File: config.mk
export PLATFORM = sky130hd
export DESIGN_NAME = ioctl_upload_server
export DESIGN_NICKNAME = d
export VERILOG_FILES = /design/src/rtl/mist_ioctl_pkg.sv /design/src/rtl/toggle_req_port.sv /design/src/rtl/ioctl_upload_server.sv
export SDC_FILE = /design/constraint.sdc
export NUM_CORES = 1
export LEC_CHECK = 0
export BUFFER_PORTS_ARGS = -buffer_cell sky130_fd_sc_hd__buf_2
export CORE_AREA = 5 5 104 106
export CTS_CLUSTER_DIAMETER = 60
export DETAILED_ROUTE_END_ITERATION = 7
export DIE_AREA = 0 0 109 111
export PLACE_DENSITY = 0.58
export SLEW_MARGIN = 20
export SYNTH_ARGS = -nofsm -noshare
export SYNTH_HDL_FRONTEND = slang
export SYNTH_SLANG_ARGS = --single-unit
File: constraint.sdc
create_clock -name clk_sys -period 3.8 [get_ports clk_sys]
set_input_delay 0.19 -clock clk_sys [delete_from_list [all_inputs] [get_ports clk_sys]]
set_output_delay 0.19 -clock clk_sys [all_outputs]
set_load 0.01 [all_outputs]
File: src/rtl/mist_ioctl_pkg.sv
// ============================================================================
//  Module   : mist_ioctl_pkg
//  Brief    : Shared ioctl constants and upload FSM state encoding.
//  Revision : 1.0
// ============================================================================
`default_nettype none

package mist_ioctl_pkg;

   localparam int IOCTL_ADDR_W = 25;

   localparam logic [7:0] IDX_ROM = 8'h00;
   localparam logic [7:0] IDX_UPL = 8'h02;

   typedef logic [1:0] state_t;

   localparam state_t ST_IDLE  = 2'd0;
   localparam state_t ST_PAUSE = 2'd1;
   localparam state_t ST_READY = 2'd2;
   localparam state_t ST_WAIT  = 2'd3;

endpackage

`default_nettype wire

File: src/rtl/toggle_req_port.sv
// ============================================================================
//  Module   : toggle_req_port
//  Brief    : req/ack toggle handshake with per-access timeout.
//  Revision : 1.0
// ============================================================================
`default_nettype none

module toggle_req_port #(
   parameter logic [7:0] TIMEOUT = 8'd200
) (
   input  logic clk_i,
   input  logic rst_ni,
   input  logic start_i,
   input  logic abort_i,
   input  logic mem_ack_i,
   output logic mem_req_o,
   output logic busy_o,
   output logic done_o,
   output logic timeout_o
);

   logic       req_q, req_d;
   logic       inflight_q, inflight_d;
   logic [7:0] tmo_q, tmo_d;

   // busy also covers a stale ack still owed after a timed-out access
   assign busy_o    = (mem_ack_i != req_q);
   assign done_o    = inflight_q && !busy_o;
   assign timeout_o = inflight_q && busy_o && (tmo_q == 8'd0);
   assign mem_req_o = req_q;

   always_comb begin
      req_d      = req_q;
      inflight_d = inflight_q;
      tmo_d      = tmo_q;
      if (start_i && !busy_o) begin
         req_d      = ~req_q;
         inflight_d = 1'b1;
         tmo_d      = TIMEOUT;
      end else if (abort_i || done_o || timeout_o) begin
         inflight_d = 1'b0;
      end else if (inflight_q && (tmo_q != 8'd0)) begin
         tmo_d = tmo_q - 8'd1;
      end
   end

   always_ff @(posedge clk_i or negedge rst_ni) begin
      if (!rst_ni) begin
         req_q      <= 1'b0;
         inflight_q <= 1'b0;
         tmo_q      <= 8'd0;
      end else begin
         req_q      <= req_d;
         inflight_q <= inflight_d;
         tmo_q      <= tmo_d;
      end
   end

endmodule

`default_nettype wire

File: src/rtl/ioctl_upload_server.sv
// ============================================================================
//  Module   : ioctl_upload_server
//  Brief    : Answers data_io upload reads from memory while pausing the core.
//  Revision : 1.0
// ============================================================================
`default_nettype none

module ioctl_upload_server
   import mist_ioctl_pkg::*;
#(
   parameter logic [7:0]  UPL_INDEX    = IDX_UPL,
   parameter logic [23:0] BASE_ADDR    = 24'h000000,
   parameter logic [15:0] LENGTH       = 16'd2048,
   parameter logic [7:0]  FILL         = 8'hFF,
   parameter logic [7:0]  PAUSE_CYCLES = 8'd64,
   parameter logic [7:0]  TIMEOUT      = 8'd200
) (
   input  logic                    clk_sys,
   input  logic                    res_n,
   input  logic                    ioctl_upload,
   input  logic [7:0]              ioctl_index,
   input  logic                    ioctl_rd,
   input  logic [IOCTL_ADDR_W-1:0] ioctl_addr,
   output logic [7:0]              ioctl_din,
   output logic                    ioctl_wait,
   output logic                    core_pause,
   output logic                    mem_req,
   input  logic                    mem_ack,
   output logic [23:0]             mem_addr,
   input  logic [7:0]              mem_q,
   output logic                    err
);

   state_t                  state_q, state_d;
   logic [7:0]              cnt_q, cnt_d;
   logic                    pend_q, pend_d;
   logic [IOCTL_ADDR_W-1:0] pend_addr_q, pend_addr_d;
   logic [7:0]              din_q, din_d;
   logic                    wait_q, wait_d;
   logic                    pause_q, pause_d;
   logic                    err_q, err_d;
   logic [23:0]             addr_q, addr_d;

   logic                    session;
   logic                    rd_req;
   logic [IOCTL_ADDR_W-1:0] rd_addr;
   logic                    out_of_range;
   logic                    port_start, port_abort;
   logic                    port_busy, port_done, port_timeout;

   assign session      = ioctl_upload && (ioctl_index == UPL_INDEX);
   assign rd_req       = ioctl_rd || pend_q;
   assign rd_addr      = ioctl_rd ? ioctl_addr : pend_addr_q;
   assign out_of_range = rd_addr >= {{(IOCTL_ADDR_W-16){1'b0}}, LENGTH};

   toggle_req_port #(
      .TIMEOUT (TIMEOUT)
   ) u_port (
      .clk_i     (clk_sys),
      .rst_ni    (res_n),
      .start_i   (port_start),
      .abort_i   (port_abort),
      .mem_ack_i (mem_ack),
      .mem_req_o (mem_req),
      .busy_o    (port_busy),
      .done_o    (port_done),
      .timeout_o (port_timeout)
   );

   always_comb begin
      state_d     = state_q;
      cnt_d       = cnt_q;
      pend_d      = pend_q;
      pend_addr_d = pend_addr_q;
      din_d       = din_q;
      wait_d      = wait_q;
      pause_d     = pause_q;
      err_d       = err_q;
      addr_d      = addr_q;
      port_start  = 1'b0;
      port_abort  = 1'b0;
      if (!session) begin
         if (state_q != ST_IDLE) begin
            state_d    = ST_IDLE;
            pause_d    = 1'b0;
            wait_d     = 1'b0;
            pend_d     = 1'b0;
            port_abort = 1'b1;
         end
      end else begin
         case (state_q)
            ST_IDLE: begin
               state_d     = ST_PAUSE;
               pause_d     = 1'b1;
               err_d       = 1'b0;
               wait_d      = 1'b1;
               cnt_d       = PAUSE_CYCLES;
               pend_d      = ioctl_rd;
               pend_addr_d = ioctl_addr;
            end
            ST_PAUSE: begin
               if (ioctl_rd) begin
                  pend_d      = 1'b1;
                  pend_addr_d = ioctl_addr;
               end
               if (cnt_q <= 8'd1) begin
                  state_d = ST_READY;
                  wait_d  = pend_q || ioctl_rd;
               end else begin
                  cnt_d = cnt_q - 8'd1;
               end
            end
            ST_READY: begin
               if (rd_req) begin
                  if (out_of_range) begin
                     din_d  = FILL;
                     wait_d = 1'b0;
                     pend_d = 1'b0;
                  end else if (port_busy) begin
                     // hold the read until the previous toggle has been answered
                     pend_d      = 1'b1;
                     pend_addr_d = rd_addr;
                     wait_d      = 1'b1;
                  end else begin
                     port_start = 1'b1;
                     addr_d     = BASE_ADDR + {8'd0, rd_addr[15:0]};
                     pend_d     = 1'b0;
                     wait_d     = 1'b1;
                     state_d    = ST_WAIT;
                  end
               end
            end
            default: begin
               if (ioctl_rd) begin
                  pend_d      = 1'b1;
                  pend_addr_d = ioctl_addr;
               end
               if (port_done) begin
                  din_d   = mem_q;
                  wait_d  = pend_d;
                  state_d = ST_READY;
               end else if (port_timeout) begin
                  din_d   = FILL;
                  err_d   = 1'b1;
                  wait_d  = pend_d;
                  state_d = ST_READY;
               end
            end
         endcase
      end
   end

   always_ff @(posedge clk_sys or negedge res_n) begin
      if (!res_n) begin
         state_q     <= ST_IDLE;
         cnt_q       <= 8'd0;
         pend_q      <= 1'b0;
         pend_addr_q <= '0;
         din_q       <= FILL;
         wait_q      <= 1'b0;
         pause_q     <= 1'b0;
         err_q       <= 1'b0;
         addr_q      <= BASE_ADDR;
      end else begin
         state_q     <= state_d;
         cnt_q       <= cnt_d;
         pend_q      <= pend_d;
         pend_addr_q <= pend_addr_d;
         din_q       <= din_d;
         wait_q      <= wait_d;
         pause_q     <= pause_d;
         err_q       <= err_d;
         addr_q      <= addr_d;
      end
   end

   assign ioctl_din  = din_q;
   assign ioctl_wait = wait_q;
   assign core_pause = pause_q;
   assign mem_addr   = addr_q;
   assign err        = err_q;

endmodule

`default_nettype wire
Word-level counts from Yosys, hierarchy flattened:

Index checks and enable logic that the tools add are counted.
W data, S select, Z words.

* $add $sub $neg: 2
* $mul: 0
* div/mod/pow operators: 0
* $lt $le $gt $ge: 2
* eq/ne operators: 17
* shifts and indexed selects: 0
* multiplexer cells: 52
* bitwise operators: 5
* reduce and logical (&&, ||, !) cells: 32

Operators by type and width (number)
* $mux W25: 4
* $mux W8: 8
* $pmux W25 S2: 1
* $pmux W8 S2: 2
* $ge A25 B12 Y1 const B: 1
* $mux W1: 25
* $mux W2: 8
* $sub A8 B1 Y8 const B: 2
* $ne A3 B3 Y1 const B: 4
* $reduce_and A4 Y1: 3
* $reduce_bool A2 Y1: 6
* $ne A2 B2 Y1 const B: 5
* $reduce_and A5 Y1: 2
* $eq A8 B2 Y1 const B: 1
* $le A8 B1 Y1 const B: 1
* $logic_not A8 Y1: 1
* $reduce_bool A8 Y1: 1
* $logic_and A1 B1 Y1: 6
* $ne A2 B1 Y1 const B: 3
* $ne A6 B1 Y1 const B: 1
* $pmux W2 S3: 1
* $reduce_and A2 Y1: 3
* $reduce_and A6 Y1: 1
* $not A1 Y1: 5
* 11 further kinds: 15

* flip-flop bits (word level): 73
* bits in latches: 0
* RAM bits: 0
* ROM bits: 0
* output and inout bits: 36
* logic and storage cells: 122
* memories kept: 0

Logic depth before layout (Yosys ltp):

* depth in word-level cells: 9
* depth in mapped cells: 9
* gate-level depth less buffers: 9

Hierarchy:

From an unflattened synthesis, not the netlist that was laid out.

* cells, all modules: 325
* area total of the unflattened synthesis: 3797.4 µm²

Modules (own cells, without submodules)
* ioctl_upload_server: times used 1, cells an instance 271, area each 3243.1 µm², seq. area each 1586.5 µm²
* toggle_req_port: times used 1, cells an instance 54, area each 554.3 µm², seq. area each 250.2 µm²

Worst setup path after synthesis:

Ideal clock, no wire load.

* path kind: reg-to-reg
* start point: reg state_q[0]
* end point: reg addr_q[10], in the netlist mem_addr[10]
* library setup time: 0.127 ns
* arrival: 2.030 ns
* required time: 3.673 ns
* setup slack: 1.642 ns
* stages on the path, launching flop included: 8
* buffers on the path: 2
* period minus slack after synthesis: 2.158 ns
* cell sequence: dfrtp_1 inv_1 ha_1 clkbuf_1 inv_1 nor4_4 buf_6 mux2_1

* word-level cells in the longest chain between the ends: 2

Ends and longest elaborated chain
* start: declaration: RTL line ioctl_upload_server.sv:34 `state_t state_q, state_d;`
* start signal: assignment: RTL line ioctl_upload_server.sv:165 `state_q <= state_d;`
* $eq A2 B2 Y1: RTL line ioctl_upload_server.sv:91 `case (state_q)`
* $reduce_and A5 Y1 (no source line)
* end signal: assignment: RTL line ioctl_upload_server.sv:173 `addr_q <= addr_d;`
* end: declaration: RTL line ioctl_upload_server.sv:42 `logic [23:0] addr_q, addr_d;`

No other way between the ends.
A chain may end at the register's enable or synchronous reset.

Worst setup path in the final report:

* start point: reg state_q[0]
* end point: reg pend_addr_q[3]

* word-level cells in the longest chain between the ends: 3

Ends and longest elaborated chain
* $eq A2 B2 Y1: RTL line ioctl_upload_server.sv:91
* $ne A2 B1 Y1 (no source line) / $ne A2 B2 Y1 (equally long branches)
* $reduce_and A4 Y1 (no source line)
* end signal: assignment: RTL line ioctl_upload_server.sv:168 `pend_addr_q <= pend_addr_d;`
* end: declaration: RTL line ioctl_upload_server.sv:37 `logic [IOCTL_ADDR_W-1:0] pend_addr_q, pend_addr_d;`

Several ways; a longest one is shown, not always the timed one.

==> impl_results.md <==
* Status: finished with violations
* Violated checks: negative hold slack
* R2r worst-path depth at 6
* Met2 Track Usage GR at 0.212
* Clock Tree Buf Depth at 2
* Area occupied by registers at 1840 sq um
* Slew of the pin with the lowest slew margin at 0.934 ns
* WP data arrival at 2.73 ns
* Routed length per instance at 14.7 um
* Fin worst setup slack at 1.29 ns
* Post-CTS Setup Bufs at 0
* Most used routing layer: met2
* Grt met1 use at 0.193
* Most common cell after layout, fill and taps aside: buf_2
* Total core area at 9680 sq um
* Vias at 2698
* Overall Global Routing Usage at 0.140
* H-tree levels at 3
* Die Ht at 111 um
* VDD IR max at 0.241 mV
* Yosys cell types at 56
* Pre-CTS WS at 1.11 ns
* EDFF count, synth at 0
* Chip Width at 109 um
* PwrDens at 427 nW/um^2
* Post-Syn Instances at 325
* Crit start category: flop
* Final Hold Vio Count at 20
* Synth Warn # at 0
* # DRC at 0
* Met3 Use GR at 0.0379
* First-pass DRT Iterations at 4
* # setup viols final at 0
* Hold WC Path Type: input pin to async pin
* Final core utilization at 0.469
* Routed Antenna Nets at 0
* Synthesized flop and latch total at 73
* Crit path to: pend_addr_q[3]
* Fill cell count at 934
* CP Capture Type: flop
* Register area share after synthesis at 0.480
* Worst-path clk slew at 0.07 ns
* Gpl congestion at 0.794
* Design Area, Final at 4540 sq um
* Final min period at 2.51 ns
* Post_cts resized at 0
* CP max FO at 15
* Final non-filler cell total at 537
* Max-slew violation count at 0
* Die footprint at 12100 sq um
* Final period util at 0.660
* Post-DP HPWL at 5580 um
* I/O Buffers at 73
* Setup Skew at 0.00836 ns
* Beginning of the critical path: state_q[0]
* Most frequent cells in the layout: 72 x buf_2, 65 x dfrtp_1, 43 x mux2_2
* Detail-routed via count per cell at 5.02
* Area of the multi-input gates at 1830 sq um
* CTS tree: done
* Worst R2R Setup Slack at 1.29 ns
* DRT Wirelength at 7900 um
* CTS Hold Buffers Added at 0
* Vias in the first global route at 2821
* Worst reg2reg path startpoint: state_q[0]
* Worst R2R End: pend_addr_q[3]
* Layout cells sized above 1 at 0.408
* Synthesized cell area at 3820 sq um
* Final setup TNS at 0 ns
* Inst Count DP at 522
* Hold Slack at -0.0410 ns
* Starting Density at 0.395
* Max_cap viols at 0
* IO Pins at 82
* Max Clk Rate at 0.399 GHz
* Ant diodes at 0
* LEAKAGE at 2.29 nW
* Initial antenna violation count at 1
* Layout Area Growth over Synthesis at 18.7%
* RSZ-0062 raised after global routing: no
* Global-route wire length before repair at 13600 um
* Initial DRC Count at 80
* Grt ovf at 0
* Final #Nets at 457
* Placed inst area at 4280 sq um
* Clk_lat worst skew at 0.34 ns
* CTS Buf Count at 9
* Relative slew slack at 0.377
* WS Path Type: flop to flop
* Syn Area/Cell at 11.8 sq um
* Row Count at 36
* Worst Path Required at 4.03 ns
* Clock sink total at 73
* Largest net degree at the start of global routing at 74
* CTS Root Cell: clkbuf_8
* Async S/R FF share, synth at 1.00
* Top FF cell, synth: dfrtp_1
## layout make-up
cell class	instances	share of cell area
clock buffers	10	0.0281
clock inverters	5	0.0284
inverters	16	0.0132
multi-input cells	224	0.403
flip-flops and latches	73	0.405
well taps	133	0.0367
repair buffers	76	0.0860
## report_power, final
group,internal (W),total [W],switching (W)
clock network,0.000501,0.000795,0.000294
registers,0.000810,0.000842,0.0000320
logic,0.000123,0.000299,0.000177
## how the worst min path moves through the flow
| stage | depth (start not counted) | to | startpoint |
|---|---|---|---|
| 6_report | 1 | pend_addr_q[17] | res_n |
| 5_1_grt | 2 | pend_addr_q[9] | ioctl_addr[9] |
| 4_1_cts | 1 | cnt_q[1] | res_n |
| 3_5_place_dp | 1 | cnt_q[5] | res_n |
| 3_3_place_gp | 1 | cnt_q[5] | res_n |
| 2_1_floorplan | 0 | cnt_q[0] | res_n |
## metal layers
metal,vias up,part of all wire
met4,2,0.016
met1,1321,0.48
met5,-,0.0016
met2,58,0.45
met3,13,0.056
li1,1304,-
## kinds of logic (layout without fill, tap and decap cells)
logic type	count (synthesis)	in the layout	share of synthesized area
XOR/XNOR	10	10	0.0249
buffers and inverters	35	107	0.0494
multiplexers	56	56	0.173
flip-flops	73	73	0.480
adder cells (fa/ha/maj)	11	11	0.0360
other	1	8	0.000981
AND/OR/NAND/NOR	92	92	0.145
AO/OA/AOI/OAI	47	47	0.0910
## worst max-delay path: stages, from the launching register on
cell and delay (ns):
dfrtp_1 0.42, inv_1 0.09, ha_1 0.38, inv_1 0.23
o221ai_2 0.56, buf_4 0.36, mux2_2 0.36
## registers in the layout (all words and copies together), names as in the netlist
signal,flops
u_port.mem_req_o,1
mem_addr,16
err,1
pend_addr_q,25
state_q,2
ioctl_wait,1
u_port.tmo_q,8
core_pause,1
u_port.inflight_q,1
cnt_q,8
pend_q,1
ioctl_din,8
## metrics by stage
stage	total power [W]	hold WS, ns
4_1_cts	0.00196	0.0219
2_1_floorplan	0.00107	-0.106
6_report	0.00194	-0.0410
5_1_grt	0.00204	0.0724
3_3_place_gp	0.00115	0.394
3_5_place_dp	0.00115	0.405
## cells in the mapped netlist (all sizes together) (2+ instances only)
cell,n,area share
nand4,5,0.0082
mux2,56,0.17
nor2b,6,0.0098
nor4,12,0.030
o21ai,10,0.014
dfrtp,65,0.43
nand2b,15,0.025
ha,11,0.036
nand3,5,0.0065
nor3b,4,0.0079
dfstp,8,0.055
buf,17,0.032
xor2,4,0.011
nor2,15,0.015
or4,3,0.0069
a22o,5,0.011
or3,2,0.0033
a311oi,2,0.0046
or2,2,0.0033
nand2,11,0.011
inv,16,0.016
a21oi,11,0.014
clkbuf,2,0.0020
a211oi,3,0.0059
xnor2,6,0.014
nor3,9,0.012
(Power assumes the default switching activity.)
